`src/rtl/multi_one_shot_pkg.sv`:
```
// multi_one_shot_pkg: shared types, mode encodings and width helper
// for the multi-channel one-shot pulse generator.
package multi_one_shot_pkg;

    typedef enum logic [1:0] {
        IDLE  = 2'd0,
        PULSE = 2'd1,
        HOLD  = 2'd2
    } mos_state_t;

    localparam logic [1:0] MOS_RISE = 2'b00;
    localparam logic [1:0] MOS_FALL = 2'b01;
    localparam logic [1:0] MOS_BOTH = 2'b10;
    localparam logic [1:0] MOS_OFF  = 2'b11;

    // Width of a counter sized for value v: $clog2(max(v,2)).
    function automatic int unsigned cnt_w(input int unsigned v);
        return (v < 2) ? 1 : $clog2(v);
    endfunction

endpackage

```
`src/rtl/multi_one_shot_channel.sv`:
```
// one_shot_channel: synchroniser, debouncer and pulse FSM for one input.
// Ports: clk, reset (async low), i_start, i_mode, i_clear_missed -> o_shot, o_level, o_missed.
module one_shot_channel
    import multi_one_shot_pkg::*;
#(
    parameter int unsigned DEBOUNCE_CYCLES = 4,
    parameter int unsigned PULSE_WIDTH     = 1,
    parameter int unsigned REPEAT_DELAY    = 0,
    parameter int unsigned REPEAT_PERIOD   = 8
) (
    input  logic       clk,
    input  logic       reset,
    input  logic       i_start,
    input  logic [1:0] i_mode,
    input  logic       i_clear_missed,
    output logic       o_shot,
    output logic       o_level,
    output logic       o_missed
);

    localparam int unsigned RPT_MAX =
        (REPEAT_DELAY > REPEAT_PERIOD) ? REPEAT_DELAY : REPEAT_PERIOD;
    localparam int DBW = cnt_w(DEBOUNCE_CYCLES);
    localparam int PWW = cnt_w(PULSE_WIDTH);
    localparam int RPW = cnt_w(RPT_MAX);

    localparam logic [DBW-1:0] DB_LAST = DBW'(DEBOUNCE_CYCLES - 1);
    localparam logic [PWW-1:0] PW_LAST = PWW'(PULSE_WIDTH - 1);
    localparam logic [RPW-1:0] RD_LAST =
        RPW'((REPEAT_DELAY > 0) ? REPEAT_DELAY - 1 : 0);
    localparam logic [RPW-1:0] RP_LAST = RPW'(REPEAT_PERIOD - 1);

    logic           r_s1;
    logic           r_s2;
    logic [DBW-1:0] r_db;
    logic           r_level;
    logic           r_level_d;

    mos_state_t     r_state;
    logic           r_shot;
    logic           r_missed;
    logic [PWW-1:0] r_wcnt;
    logic [RPW-1:0] r_rep;
    logic           r_first;

    logic w_rise;
    logic w_fall;
    logic w_evt;
    logic w_hold_ok;
    logic w_rpt_hit;

    // Sync + debounce: counter runs only while the synced input disagrees
    // with the accepted level; it reaches DB_LAST after DEBOUNCE_CYCLES.
    always_ff @(posedge clk or negedge reset) begin
        if (!reset) begin
            r_s1      <= 1'b0;
            r_s2      <= 1'b0;
            r_db      <= '0;
            r_level   <= 1'b0;
            r_level_d <= 1'b0;
        end else begin
            r_s1      <= i_start;
            r_s2      <= r_s1;
            r_level_d <= r_level;
            if (r_s2 == r_level) begin
                r_db <= '0;
            end else if (r_db >= DB_LAST) begin
                r_level <= r_s2;
                r_db    <= '0;
            end else begin
                r_db <= r_db + 1'b1;
            end
        end
    end

    assign w_rise = r_level & ~r_level_d;
    assign w_fall = ~r_level & r_level_d;

    always_comb begin
        w_evt = 1'b0;
        unique case (i_mode)
            MOS_RISE: w_evt = w_rise;
            MOS_FALL: w_evt = w_fall;
            MOS_BOTH: w_evt = w_rise | w_fall;
            MOS_OFF:  w_evt = 1'b0;
        endcase
    end

    assign w_hold_ok = (REPEAT_DELAY != 0) && r_level &&
                       ((i_mode == MOS_RISE) || (i_mode == MOS_BOTH));

    // r_rep counts cycles since the current shot rose.
    assign w_rpt_hit = r_first ? (r_rep >= RD_LAST) : (r_rep >= RP_LAST);

    always_ff @(posedge clk or negedge reset) begin
        if (!reset) begin
            r_state  <= IDLE;
            r_shot   <= 1'b0;
            r_missed <= 1'b0;
            r_wcnt   <= '0;
            r_rep    <= '0;
            r_first  <= 1'b0;
        end else begin
            if (r_rep != '1) begin
                r_rep <= r_rep + 1'b1;
            end
            // A miss in the same cycle as a clear keeps the flag set.
            if ((r_state == PULSE) && w_evt) begin
                r_missed <= 1'b1;
            end else if (i_clear_missed) begin
                r_missed <= 1'b0;
            end
            unique case (r_state)
                IDLE: begin
                    if (w_evt) begin
                        r_state <= PULSE;
                        r_shot  <= 1'b1;
                        r_wcnt  <= PW_LAST;
                        r_rep   <= '0;
                        r_first <= 1'b1;
                    end
                end
                PULSE: begin
                    if (r_wcnt == '0) begin
                        r_state <= w_hold_ok ? HOLD : IDLE;
                        r_shot  <= 1'b0;
                    end else begin
                        r_wcnt <= r_wcnt - 1'b1;
                    end
                end
                HOLD: begin
                    if (w_evt) begin
                        r_state <= PULSE;
                        r_shot  <= 1'b1;
                        r_wcnt  <= PW_LAST;
                        r_rep   <= '0;
                        r_first <= 1'b1;
                    end else if (!w_hold_ok) begin
                        r_state <= IDLE;
                    end else if (w_rpt_hit) begin
                        r_state <= PULSE;
                        r_shot  <= 1'b1;
                        r_wcnt  <= PW_LAST;
                        r_rep   <= '0;
                        r_first <= 1'b0;
                    end
                end
                default: begin
                    r_state <= IDLE;
                    r_shot  <= 1'b0;
                end
            endcase
        end
    end

    assign o_shot   = r_shot;
    assign o_level  = r_level;
    assign o_missed = r_missed;

endmodule

```
`src/rtl/multi_one_shot.sv`:
```
// multi_one_shot: CHANNELS independent debounced one-shot generators.
// Ports: clk, reset (async low), start, mode, clear_missed -> shot, level, missed.
module multi_one_shot
    import multi_one_shot_pkg::*;
#(
    parameter int unsigned CHANNELS        = 4,
    parameter int unsigned DEBOUNCE_CYCLES = 4,
    parameter int unsigned PULSE_WIDTH     = 1,
    parameter int unsigned REPEAT_DELAY    = 0,
    parameter int unsigned REPEAT_PERIOD   = 8
) (
    input  logic                clk,
    input  logic                reset,
    input  logic [CHANNELS-1:0] start,
    input  logic [1:0]          mode,
    input  logic                clear_missed,
    output logic [CHANNELS-1:0] shot,
    output logic [CHANNELS-1:0] level,
    output logic [CHANNELS-1:0] missed
);

    for (genvar g = 0; g < CHANNELS; g++) begin : g_ch
        one_shot_channel #(
            .DEBOUNCE_CYCLES (DEBOUNCE_CYCLES),
            .PULSE_WIDTH     (PULSE_WIDTH),
            .REPEAT_DELAY    (REPEAT_DELAY),
            .REPEAT_PERIOD   (REPEAT_PERIOD)
        ) u_ch (
            .clk            (clk),
            .reset          (reset),
            .i_start        (start[g]),
            .i_mode         (mode),
            .i_clear_missed (clear_missed),
            .o_shot         (shot[g]),
            .o_level        (level[g]),
            .o_missed       (missed[g])
        );
    end

endmodule

```
`config.mk`:
```
export PLATFORM = sky130hd
export DESIGN_NAME = multi_one_shot
export DESIGN_NICKNAME = d
export VERILOG_FILES = /design/src/rtl/multi_one_shot_pkg.sv /design/src/rtl/multi_one_shot_channel.sv /design/src/rtl/multi_one_shot.sv
export SDC_FILE = /design/constraint.sdc
export NUM_CORES = 1
export LEC_CHECK = 0
export CORE_MARGIN = 4
export CORE_UTILIZATION = 40
export DETAILED_ROUTE_END_ITERATION = 10
export PLACE_DENSITY_LB_ADDON = 0.3
export SYNTH_ARGS = -nofsm -noshare
export SYNTH_HDL_FRONTEND = slang
export SYNTH_SLANG_ARGS = --single-unit
```
`constraint.sdc`:
```
create_clock -name clk -period 1.7 [get_ports clk]
set_clock_uncertainty 0.15 [all_clocks]
set_input_delay 0.255 -clock clk [delete_from_list [all_inputs] [get_ports clk]]
set_output_delay 0.255 -clock clk [all_outputs]
set_load 0.03 [all_outputs]
```
==> reports/metrics.json <==
{
  "status": "finished clean",
  "detail_route.wl_per_cell_um": 11.9,
  "nFillCells": 315,
  "final.period_utilization": 0.933,
  "final_util": 0.490,
  "r2r-start": "g_ch[3].u_ch.o_level",
  "die-area_sq_mm": 0.00459,
  "worst_setup_path_end_kind": "output pin",
  "synth.yosys.warnings": 0,
  "netlist_instances": 115,
  "worst-r2r-setup-slack_ps": 150,
  "initial_antenna_violation_count": 0,
  "via_count": 855,
  "ctsRootBufferMaster": "sky130_fd_sc_hd__clkbuf_4",
  "placement.cell_area_sq_mm": 0.00162,
  "cp-start-kind": "flip-flop",
  "maxSlewViolCount": 0,
  "post_layout_nonfiller_instances": 180,
  "design_area_sq_mm": 0.00166,
  "crit_path_end": "level[2]",
  "worst-setup-path-type": "flip-flop to output pin",
  "yosys.cell_types.count": 21,
  "critical_path_peak_fanout": 5,
  "min_path_type": "primary input to async pin",
  "syn_area_per_cell_sq_um": 12.4,
  "reg2regPathDepth": 3,
  "crit_path_cell_trace": "dlygate4sd2_1",
  "cp_peak_stage_delay_ps": 430,
  "power.density_mw_per_mm2": 1560,
  "drive_gt1_frac": 0.0896,
  "worst-path-stages": 1,
  "place_inst": 172,
  "gp_congestion": 0.680,
  "unrepaired_setup_endpoints_after_global_routing": "false",
  "boundaryPins": 21,
  "ctsHtreeMaxLevel": 2,
  "timing.rr.end": "g_ch[3].u_ch.r_state[0]",
  "slew_at_the_pin_with_the_worst_max_slew_slack_ps": 394,
  "finalPower_mw": 2.60,
  "relSlewSlack": 0.737,
  "sequential_share_of_the_synthesized_area": 0.560,
  "grt_first_pass_wirelength_mm": 3.83,
  "fin_nets": 154,
  "crit_buf_inv": 1,
  "timing.final.setup_violations": 0,
  "period_needed_ps": 1590,
  "synth_to_layout_area_growth_pct": 16.3,
  "synth_seq_cells": 32,
  "cts_buffers": 5,
  "detail_route.first_pass.iterations": 4,
  "grt_start_max_net_pins": 33,
  "fmax_ghz": 0.631,
  "die_w_um": 67.8,
  "setup.worst_path.start": "g_ch[2].u_ch.o_level",
  "timing.critical_path.slowest_stage_cell": "sky130_fd_sc_hd__dfrtp_1",
  "drt_drc_violations_left": 0,
  "overall_global_routing_usage": 0.116,
  "cts.reportedPaths.clkPinSlew_ps": 90,
  "hold_viol": 0,
  "multi_input_comb_area_sq_um": 492,
  "crit_family": "flip-flops",
  "total_leakage_power_nw": 0.805,
  "source_to_sink_clock_delay_at_the_later_pin_of_the_worst_skew_pair_ps": 320,
  "max_cap_viols": 0,
  "ir_worst_vdd_mv": 0.574,
  "grt_pass1_vias": 888,
  "num_antenna_cells": 0,
  "totalWireLength_mm": 2.13,
  "via_per_instance_ratio": 4.75,
  "floorplan.core_area_sq_mm": 0.00339,
  "critical_path_required_ps": 1290,
  "syn_area_sq_mm": 0.00143,
  "grt-ovfl-total": 0,
  "port_bufs": 20,
  "arrival_ps": 1180,
  "std_cell_rows": 21,
  "cts_tree": "done",
  "cts_sinks": 32,
  "place.detailed.hpwl_mm": 1.55,
  "cts_max_path_buffers": 2,
  "synth_nets": 136,
  "seqCellArea_sq_um": 801,
  "ant_nets": 0,
  "die_h_um": 67.8,
  "ctsHoldBuffers": 0,
  "start_util": 0.422,
  "dr.first_iter.drc_count": 40
}
-- cells by family after synthesis --
kind of cell / synth area share
adders and majority gates: 0.105
muxes: 0.0280
and+or+nand+nor: 0.126
AOI/OAI and AO/OA: 0.0604
DFF: 0.560
xor gates and xnor gates: 0.0245
buffers and inverters: 0.0954
-- area by class of cell --
type | instances | area share
Inverter | 8 | 0.0181
Sequential cell | 32 | 0.482
Timing Repair Buffer | 25 | 0.134
Clock buffer | 8 | 0.0354
Multi-Input combinational cell | 61 | 0.296
Tap cell | 46 | 0.0346
-- metrics by stage --
stage	setup TNS [ps]	setup slack (ps)	hold slack, ps
after CTS	0	88.5	164
final	0	114	165
after global placement	0	2.62	183
after floorplan	0	222	-191
after global routing	0	40.8	177
after detailed placement	-305	-72.5	188
-- worst min path at each step --
stage	from	to	slack [ps]	cells past startpoint
after global placement	g_ch[3].u_ch.r_s1	g_ch[3].u_ch.r_s2	180	0
after detailed placement	g_ch[0].u_ch.r_s1	g_ch[0].u_ch.r_s2	190	0
after global routing	reset	g_ch[1].u_ch.r_state[0]	180	2
final	reset	g_ch[2].u_ch.r_s2	160	2
after floorplan	reset	g_ch[0].u_ch.o_level	-190	0
after CTS	reset	g_ch[3].u_ch.r_db[1]	160	2
-- power by group --
| part | internal (mW) | total [mW] | switching (mW) |
|---|---|---|---|
| clock | 0.204 | 0.443 | 0.239 |
| sequential | 1.00 | 1.18 | 0.179 |
| combinational | 0.418 | 0.974 | 0.555 |
| total | 1.63 | 2.60 | 0.974 |
-- timing repair --
action | in CTS | in global routing
buffers inserted | 0 | 0
gates resized for setup | 12 | 0
setup endpoints to repair | 12 | 0
-- placed cells by master, fill, tap and decap left out, types with 3 or more instances in the layout --
master,Yosys,final
sky130_fd_sc_hd__o221ai_1,4,4
sky130_fd_sc_hd__nand2b_1,13,13
sky130_fd_sc_hd__nor3_1,3,3
sky130_fd_sc_hd__dlygate4sd2_1,0,12
sky130_fd_sc_hd__nand2_1,4,4
sky130_fd_sc_hd__ha_1,12,12
sky130_fd_sc_hd__inv_1,8,8
sky130_fd_sc_hd__xnor2_1,3,3
sky130_fd_sc_hd__o31ai_1,3,3
sky130_fd_sc_hd__mux2i_1,4,4
sky130_fd_sc_hd__clkbuf_4,0,5
sky130_fd_sc_hd__clkdlybuf4s50_1,0,8
sky130_fd_sc_hd__o21ai_0,4,4
sky130_fd_sc_hd__dfrtp_1,32,32
sky130_fd_sc_hd__buf_4,12,5
sky130_fd_sc_hd__nor2b_1,3,3
sky130_fd_sc_hd__or4b_1,3,3
-- worst reg2reg max path: cells and delay by family (launching register included) --
| family | cells | cell delay, ps |
|---|---|---|
| AO/OA/AOI/OAI | 1 | 80 |
| AND/OR/NAND/NOR | 1 | 500 |
| flip-flops | 1 | 440 |
| adder cells (fa/ha/maj) | 1 | 300 |
-- Yosys cell counts, drive strengths merged --
cell type	n	area share
o32ai	1	0.0061
o31ai	3	0.016
nor3	3	0.011
buf	14	0.074
o221ai	4	0.025
o21ai	4	0.014
or4b	3	0.021
mux2i	4	0.028
and2	1	0.0044
nand2	4	0.011
or2	1	0.0044
nor3b	1	0.0053
xor2	1	0.0061
ha	12	0.11
xnor2	3	0.018
nand2b	13	0.057
nor2b	3	0.013
inv	8	0.021
dfrtp	32	0.56
-- sequential cells by signal (all words and copies together), names as in the netlist --
| register | flops |
|---|---|
| g_ch.u_ch.r_state | 2 |
| g_ch.u_ch.o_level | 4 |
| g_ch.u_ch.r_s1 | 4 |
| g_ch.u_ch.o_missed | 4 |
| g_ch.u_ch.o_shot | 2 |
| g_ch.u_ch.r_level_d | 4 |
| g_ch.u_ch.r_s2 | 4 |
| g_ch.u_ch.r_db | 8 |
-- routing by layer --
metal,vias to the layer above,track usage,routed length (um)
met3,2,0.0433,132
met5,-,0,0
met1,417,0.131,921
met4,0,0.0684,15
met2,21,0.185,1070
li1,415,-,-
Power figures use the tool's default switching activity.
